--- src/rtl/add_sum_stage.sv ---
// add_sum_stage: final sum stage of a 32-bit parallel-prefix adder.
// Derives per-bit carries from the last prefix level and the carry-in, forms
// the sum, and holds the results in a 2-entry output buffer with
// valid/ready handshakes on both sides.
// Optional feature macro: ADD_SUM_FLAGS_EN adds the flags_out port
// ({ovf, neg, zero}), which is buffered alongside each sum.
//
// state | meaning
// EMPTY | no result held; out_valid=0, in_ready=1
// ONE   | head entry holds a result; out_valid=1, in_ready=1
// FULL  | head and skid entries hold results; out_valid=1, in_ready=0
module add_sum_stage (
  input  logic        clk,
  input  logic        rst_n,
  input  logic        in_valid,
  output logic        in_ready,
  input  logic [63:0] gp_in,
  input  logic [31:0] prop_in,
  input  logic        cin,
  output logic        out_valid,
  input  logic        out_ready,
  output logic [31:0] sum_out,
  output logic        cout_out
`ifdef ADD_SUM_FLAGS_EN
  ,
  output logic [2:0]  flags_out
`endif
);

  typedef enum logic [1:0] {
    EMPTY = 2'd0,
    ONE   = 2'd1,
    FULL  = 2'd2
  } state_t;

`ifdef ADD_SUM_FLAGS_EN
  localparam int ENTRY_W = 36;
`else
  localparam int ENTRY_W = 33;
`endif

  state_t             state;
  logic [32:0]        carry;
  logic [31:0]        sum_comb;
  logic [ENTRY_W-1:0] new_entry;
  logic [ENTRY_W-1:0] head;
  logic [ENTRY_W-1:0] skid;
  logic               push;
  logic               pop;

  // Carry into bit i: group generate of bits below, or group propagate
  // of bits below passing the carry-in through. No carry state is kept.
  always_comb begin
    carry    = '0;
    carry[0] = cin;
    for (int i = 1; i <= 32; i++) begin
      carry[i] = gp_in[2*i-1] | (gp_in[2*i-2] & cin);
    end
  end

  assign sum_comb = prop_in ^ carry[31:0];

`ifdef ADD_SUM_FLAGS_EN
  logic flag_ovf;
  logic flag_neg;
  logic flag_zero;

  assign flag_ovf  = carry[31] ^ carry[32];
  assign flag_neg  = sum_comb[31];
  assign flag_zero = (sum_comb == 32'd0);
  assign new_entry = {flag_ovf, flag_neg, flag_zero, carry[32], sum_comb};
  assign flags_out = head[35:33];
`else
  assign new_entry = {carry[32], sum_comb};
`endif

  assign sum_out  = head[31:0];
  assign cout_out = head[32];

  // Handshake flags come from the state register only; reset gating keeps
  // in_ready low while rst_n is held and high on the first edge after it.
  assign in_ready  = rst_n && (state != FULL);
  assign out_valid = (state != EMPTY);
  assign push      = in_valid && in_ready;
  assign pop       = out_valid && out_ready;

  // Occupancy FSM and buffer entries; head always drives the outputs.
  always_ff @(posedge clk or negedge rst_n) begin
    if (!rst_n) begin
      state <= EMPTY;
      head  <= '0;
      skid  <= '0;
    end else begin
      case (state)
        EMPTY: begin
          if (push) begin
            head  <= new_entry;
            state <= ONE;
          end
        end
        ONE: begin
          if (push && pop) begin
            head  <= new_entry;
          end else if (push) begin
            skid  <= new_entry;
            state <= FULL;
          end else if (pop) begin
            state <= EMPTY;
          end
        end
        FULL: begin
          if (pop) begin
            head  <= skid;
            state <= ONE;
          end
        end
        default: begin
          state <= EMPTY;
        end
      endcase
    end
  end

endmodule

--- config.mk ---
export PLATFORM = sky130hd
export DESIGN_NAME = add_sum_stage
export DESIGN_NICKNAME = d
export VERILOG_FILES = /design/src/rtl/add_sum_stage.sv
export SDC_FILE = /design/constraint.sdc
export NUM_CORES = 1
export LEC_CHECK = 0
export ABC_CLOCK_PERIOD_IN_PS = 4100
export CAP_MARGIN = 40
export CORE_MARGIN = 3
export CORE_UTILIZATION = 25
export CTS_BUF_LIST = sky130_fd_sc_hd__clkbuf_8
export CTS_CLUSTER_SIZE = 25
export DETAILED_ROUTE_END_ITERATION = 7
export DONT_BUFFER_PORTS = 1
export PLACE_DENSITY = 0.42
export REMOVE_ABC_BUFFERS = 1
export SYNTH_ARGS = -nofsm -noshare
export SYNTH_HDL_FRONTEND = slang
export SYNTH_SLANG_ARGS = --single-unit
--- constraint.sdc ---
create_clock -name clk -period 4.1 [get_ports clk]
set_input_delay 1.23 -clock clk [delete_from_list [all_inputs] [get_ports clk]]
set_output_delay 1.23 -clock clk [all_outputs]
set_load 0.01 [all_outputs]
After elaboration in Yosys (flattened, before gate mapping). Cells that the tools add are included.

Equal/unequal tests: 8. Reductions and logical operators: 10. Bitwise operators: 66. Mux-type cells: 10.

Operators by type and width (number): 33-bit two-way mux (3); 33-bit one-hot mux with 3 select lines (1); 1-bit AND (32); 1-bit bitwise OR (32); 32-bit XOR (1); 2-bit two-way mux (5); 2-bit != test, second input constant (5); 4-bit AND reduction (2); 2-bit one-hot mux with 3 select lines (1); 1-bit logical AND (4); 3-bit != test, second input constant (1); 3-bit AND reduction (1); 3-bit nonzero test (1); 2-bit by 1-bit == test with 1-bit output, second input constant (1); 2-bit == test, second input constant (1); 2-bit logical NOT (1); 2-bit nonzero test (1); 1-bit inverter (1).

Register bits: 68. Word-level logic and storage cells: 97. Bits of input ports: 101.

Longest topological paths before layout. Gate-level depths: netlist of the first run.

Word-level depth: 6. Depth in mapped cells: 5. Depth with buffers taken out: 3.

Least setup slack after synthesis of the first run. OpenSTA, ideal clock, no wires.

Path type: input to output. Start: input port rst_n. End: output port in_ready. Path slack: 1494 ps. Data required time: 2870 ps. Cell stages on the path: 1. Data arrival time: 1376 ps. Path through: and2_1.

Word-level cells in the longest chain between the ends: 1.

Ends and longest elaborated chain: start: declaration (RTL line 14) `input logic rst_n,`; 1-bit logical AND (RTL line 82) `assign in_ready = rst_n && (state != FULL);`; end: declaration (RTL line 16) `output logic in_ready,`.

No other way between the ends.

Worst setup path after layout of the first run. Ends and elaborated chain as after synthesis.

==> impl_metrics.env, run 1 <==
export IMPL_met3_usage=0.05089
export IMPL_dieArea_mm2=0.01590
export IMPL_setup_viol=0
export IMPL_drt_iter0_markers=45
export IMPL_cp_buffers_inverters=0
export IMPL_synthTopCellsByArea="dfrtp_1, mux2_4, mux2_2"
export IMPL_worst_r2r_setup_slack_ps=2150
export IMPL_min_period_ps=2646
export IMPL_ios=136
export IMPL_start_kind="input pin"
export IMPL_cts_setup_buffers=0
export IMPL_synth_cell_type_count=31
export IMPL_holdPathStages=1
export IMPL_worstPathMaxFanout=72
export IMPL_num_nets_final=371
export IMPL_critPathLaunch="rst_n"
export IMPL_avgViaCountPerCell=4.534
export IMPL_cts_sinks=68
export IMPL_synth_top_area_frac=0.4719
export IMPL_postCtsHoldBufs=0
export IMPL_initial_core_util=0.2578
export IMPL_worstReg2RegStart="state[0]"
export IMPL_drt_wl_total_um=7581
export IMPL_synth_seq_area_share=0.4719
export IMPL_n_antenna_cell=0
export IMPL_post_dp_cell_area_mm2=0.003740
export IMPL_crit_cells=1
export IMPL_crit_chain="and2_1"
export IMPL_grt_pass1_wl_um=11940
export IMPL_fillers=1453
export IMPL_ctsResizeCount=0
export IMPL_ys_seq_elements=68
export IMPL_area_sequential_mm2=0.001702
export IMPL_wl_per_cell_um=16.66
export IMPL_grt_busiest_layer="met2"
export IMPL_status="finished, final reports clean"
export IMPL_cts_inserted_buffers=9
export IMPL_cts_buffer_depth=2
export IMPL_met1_usage=0.1201
export IMPL_clkTransAtPathRegs_ps=70
export IMPL_relSlewSlack=0.5412
export IMPL_period_share=0.6455
export IMPL_cts_root_buf="clkbuf_8"
export IMPL_cap_viol_max_count=0
export IMPL_hold_path_startpoint="skid[2]"
export IMPL_synthesis_area_mm2=0.003606
export IMPL_cts_htree_levels=3
export IMPL_worstRegToRegCells=3
export IMPL_fp_dieH_um=126.1
export IMPL_rsz0062_at_grt="no"
export IMPL_yosys_cell_count_top_type="dfrtp_1"
export IMPL_place_ws_ps=1407
export IMPL_end_kind="primary output"
export IMPL_place_congestion=0.6832
export IMPL_ir_drop_uv=125.1
export IMPL_dr_pass1_iters=4
export IMPL_grt_pass1_vias=2043
export IMPL_use_met2=0.1509
export IMPL_synth_edff_count=0
export IMPL_synth_warnings=0
export IMPL_io_buffers=0
export IMPL_crit_type="input pin to primary output"
export IMPL_syn_inst=272
export IMPL_antenna_left=0
export IMPL_synthToLayoutAreaGrowth_pct=8.744
export IMPL_dpl_hpwl_um=4952
export IMPL_grt_max_degree=73
export IMPL_gr_total_overflow=0
export IMPL_p_leak_uw=0.001793
export IMPL_async_flop_share=1.000
export IMPL_fin_area_mm2=0.003921
export IMPL_fin_setup_tns_ps=0
export IMPL_die_w_um=126.1
export IMPL_finClkSkew_ps=11.03
export IMPL_avgSynthCellArea_um2=13.26
export IMPL_multi_input_area_mm2=0.001783
export IMPL_cts_tree="built"
export IMPL_power_density_mw_per_mm2=552.2
export IMPL_slew_viol_final=0
export IMPL_coreArea_mm2=0.01399
export IMPL_crit_required_ps=2870
export IMPL_row_count=43
export IMPL_hp_class="register to register"
export IMPL_track_usage=0.09904
export IMPL_route_vias_total=2063
export IMPL_yosys_area_top_type="dfrtp_1"
export IMPL_worst_pin_slew_ps=688.2
export IMPL_drive_above_1_share=0.3236
export IMPL_fin_ws_ps=1454
export IMPL_synthTopCellsByCount="dfrtp_1, mux2_2, mux2_4"
export IMPL_cpLargestDelayFamily="simple AND/OR/NAND/NOR gates"
export IMPL_insertion_delay_ps=360
export IMPL_antenna_found_initial=0
export IMPL_max_freq_mhz=377.9
export IMPL_slowest_stage="and2_1"
export IMPL_arrival_ps=1420
export IMPL_drc=0
export IMPL_critPathMaxStageDelay_ps=170
export IMPL_synth_ff_type="dfrtp_1"
export IMPL_hold_viol_final=0
## path summary, 6_finish.rpt
kind	endpoint
worst max-delay path	in_ready
worst min-delay path	skid[2]
worst max register to register	head[5]
worst min register to register	skid[2]
max in group asynchronous	skid[3]
min in group asynchronous	skid[4]
## registers in the layout (all words and copies together) (netlist names)
| register | cells |
|---|---|
| skid | 33 |
| state | 2 |
| head | 33 |
## metrics by stage
step	hold WS [ps]	utilization	total power [uW]	cells
2_1_floorplan	476.6	-	1554	256
3_3_place_gp	486.4	0.2674	1658	439
3_5_place_dp	492.2	0.2674	1678	439
4_1_cts	512.5	0.2803	2217	455
5_1_grt	518.1	0.2803	2321	455
6_report	505.2	0.2803	2165	455
## cells in the final DEF (no fill, tap or decap)
cell / netlist / routed
dfrtp_1: 68 / 68
mux2_2: 34 / 34
o22ai_1: 2 / 2
o31ai_1: 8 / 8
nand2b_1: 1 / 1
mux2_4: 34 / 34
nand2_1: 1 / 1
mux2_1: 2 / 2
o21ai_0: 8 / 8
mux2i_1: 18 / 18
o221ai_1: 1 / 1
nor2_4: 1 / 1
nand3b_4: 1 / 1
and2_1: 1 / 1
clkinv_2: 0 / 1
or2_2: 1 / 1
nand3b_1: 1 / 1
o32ai_1: 1 / 1
or2b_1: 1 / 1
and2b_1: 1 / 1
and3b_2: 1 / 1
o211ai_1: 1 / 1
xnor2_1: 23 / 23
buf_4: 3 / 3
nand2_4: 1 / 1
clkbuf_8: 0 / 12
a21oi_1: 33 / 33
a31oi_1: 1 / 1
xor2_1: 9 / 9
inv_1: 2 / 5
## power by group
group	internal (uW)	leakage, uW	switching [uW]
Combinational	350	0.000869	161
Clock	262	0.000106	256
Sequential	924	0.000818	212
## layout make-up
| class | count | share of cell area |
|---|---|---|
| timing repair buffer | 3 | 0.005743 |
| sequential | 68 | 0.4339 |
| inverter | 2 | 0.001914 |
| clock buffer | 12 | 0.04212 |
| multi-input combinational | 186 | 0.4547 |
| clock inverter | 4 | 0.004148 |
| tap | 180 | 0.05743 |
## kinds of logic (layout without fill, tap and decap cells)
kind of cell / count (synthesis) / count (layout) / synth area share
AO/OA/AOI/OAI: 55 / 55 / 0.08571
XOR/XNOR: 32 / 32 / 0.07772
buffers and inverters: 18 / 21 / 0.03366
flip-flops: 68 / 68 / 0.4719
multiplexers: 88 / 88 / 0.3040
AND/OR/NAND/NOR: 11 / 11 / 0.02707
## metal layers
layer  share of wire  vias up
li1                -      967
met1            0.42      995
met2            0.47       92
met3           0.091        9
met4           0.015        0
met5               0        -
No activity file was read; power rests on OpenSTA's default activity.
==> run 2: changes to the inputs <==
--- a/config.mk
+++ b/config.mk
@@ -5,7 +5,7 @@
 export SDC_FILE = /design/constraint.sdc
 export NUM_CORES = 1
 export LEC_CHECK = 0
-export ABC_CLOCK_PERIOD_IN_PS = 4100
+export ABC_CLOCK_PERIOD_IN_PS = 2590
 export CAP_MARGIN = 40
 export CORE_MARGIN = 3
 export CORE_UTILIZATION = 25
==> constraint.sdc (replaced) <==
create_clock -name clk -period 2.59 [get_ports clk]
set_input_delay 0.777 -clock clk [delete_from_list [all_inputs] [get_ports clk]]
set_output_delay 0.777 -clock clk [all_outputs]
set_load 0.01 [all_outputs]
==> run 2 against run 1 <==
Effect of this change: register-to-register slack lost 1200 ps; critical path depth grew 1; largest power group unchanged; clock skew fell by 4.1 ps; sequential share of layout area down 0.48 points; final cell count is 1.1% higher; utilization increased by 0.31 points; non-clock buffer count rose by 5; combinational power up 61%; total power rose by 56%; via count increased by 1.5%; clock-buffer cell count fell by 2; global-route usage up 0.33 points.
==> impl_metrics.env, run 2 (synthesis gave the netlist of run 1 again) <==
export IMPL_final_cell_mix="dfrtp_1, mux2_2, mux2_4"
export IMPL_antenna_left=0
export IMPL_worstPathMaxFanout=7
export IMPL_clkTransAtPathRegs_ps=70
export IMPL_drive_above_1_share=0.3321
export IMPL_crit_type="register to primary output"
export IMPL_area_sequential_mm2=0.001702
export IMPL_dieArea_mm2=0.01590
export IMPL_p_leak_uw=0.001823
export IMPL_row_count=43
export IMPL_num_nets_final=376
export IMPL_final_cell_count_no_fill=460
export IMPL_start_kind="register"
export IMPL_period_share=0.7889
export IMPL_ctsResizeCount=0
export IMPL_cts_root_buf="clkbuf_8"
export IMPL_crit_chain="or2b_1 -> and2_1"
export IMPL_multi_input_area_mm2=0.001783
export IMPL_arrival_ps=1270
export IMPL_antenna_found_initial=0
export IMPL_die_w_um=126.1
export IMPL_io_buffers=0
export IMPL_fin_util=0.2835
export IMPL_avgViaCountPerCell=4.552
export IMPL_initial_core_util=0.2578
export IMPL_setup_viol=0
export IMPL_fillers=1462
export IMPL_place_congestion=0.7108
export IMPL_drc=0
export IMPL_slew_viol_final=0
export IMPL_grt_pass1_vias=2106
export IMPL_reg_top3="head (33), skid (33), state (2)"
export IMPL_min_period_ps=2043
export IMPL_status="finished, final reports clean"
export IMPL_ios=136
export IMPL_dr_pass1_iters=4
export IMPL_cts_sinks=68
export IMPL_final_common_cell="dfrtp_1"
export IMPL_fin_setup_tns_ps=0
export IMPL_route_vias_total=2094
export IMPL_n_antenna_cell=0
export IMPL_relSlewSlack=0.7976
export IMPL_cp_buffers_inverters=0
export IMPL_cts_htree_levels=3
export IMPL_max_freq_mhz=489.4
export IMPL_end_kind="primary output"
export IMPL_crit_cells=2
export IMPL_power_density_mw_per_mm2=852.4
export IMPL_dpl_hpwl_um=5461
export IMPL_drt_iter0_markers=60
export IMPL_finClkSkew_ps=6.962
export IMPL_cts_tree="built"
export IMPL_rsz0062_at_grt="no"
export IMPL_cts_setup_buffers=0
export IMPL_grt_pass1_wl_um=12290
export IMPL_drt_wl_total_um=7971
export IMPL_cpLargestDelayFamily="flip-flops"
export IMPL_ir_drop_uv=200.3
export IMPL_coreArea_mm2=0.01399
export IMPL_cts_buffer_depth=2
export IMPL_synthToLayoutAreaGrowth_pct=9.958
export IMPL_worst_pin_slew_ps=301.4
export IMPL_wl_per_cell_um=17.33
export IMPL_slowest_stage="dfrtp_1"
export IMPL_grt_max_degree=73
export IMPL_fp_dieH_um=126.1
export IMPL_cap_viol_max_count=0
export IMPL_track_usage=0.1024
export IMPL_postCtsHoldBufs=0
export IMPL_crit_required_ps=1810
export IMPL_critPathMaxStageDelay_ps=460
export IMPL_hp_class="input pin to asynchronous set/reset pin"
export IMPL_cts_inserted_buffers=9
export IMPL_worstRegToRegCells=4
export IMPL_hold_viol_final=0
export IMPL_insertion_delay_ps=350
export IMPL_gr_total_overflow=0
export IMPL_dp_cells=444
## run 2: changes by cell type in the layout (fill, tap and decap cells not counted), sizes merged
cell | previous run | this run
clkinv | 1 | 2
clkbuf | 12 | 10
buf | 3 | 8
inv | 5 | 6
## run 2: final cells by class
class / count / share of cell area
clock buffers: 10 / 0.03471
clock inverters: 6 / 0.006311
inverters: 2 / 0.001893
multi-input cells: 186 / 0.4497
flip-flops and latches: 68 / 0.4292
well taps: 180 / 0.05680
repair buffers: 8 / 0.02146
## run 2: worst register-to-register path, delay by kind of cell (launching register included)
family | cells | cell delay (ps)
muxes | 2 | 650
and+or+nand+nor | 1 | 260
DFF | 1 | 420
buffers and inverters | 1 | 220
## run 2: worst paths after layout
kind | slack (ps) | startpoint | end
hold / removal | 110 | rst_n | head[22]
min in group clk | 500 | skid[1] | skid[1]
max in group asynchronous | 2350 | rst_n | head[20]
hold reg to reg | 500 | skid[1] | skid[1]
setup / recovery | 550 | state[1] | in_ready
setup reg to reg | 930 | state[0] | head[5]
## run 2: layer usage
metal  wire length, um  global-route usage
met5                 0                   0
met4               174             0.05110
met3               656             0.03690
met2              3708              0.1562
met1              3431              0.1279
## run 2: power breakdown
group / switching [uW] / total (uW) / internal (uW)
Combinational: 261 / 823 / 561
Clock: 400 / 756 / 357
Sequential: 338 / 1800 / 1460
Total: 999 / 3380 / 2380
## run 2: per-stage QoR
step,instance area [um^2],worst slack (ps),power (uW),hold slack (ps)
after floorplan,3492,362.8,2461,476.6
after global placement,3802,603.1,2629,483.1
after detailed placement,3802,585.6,2676,483.1
after CTS,3965,497.7,3471,68.47
after global routing,3965,477.1,3632,70.84
final,3965,546.8,3380,110.0
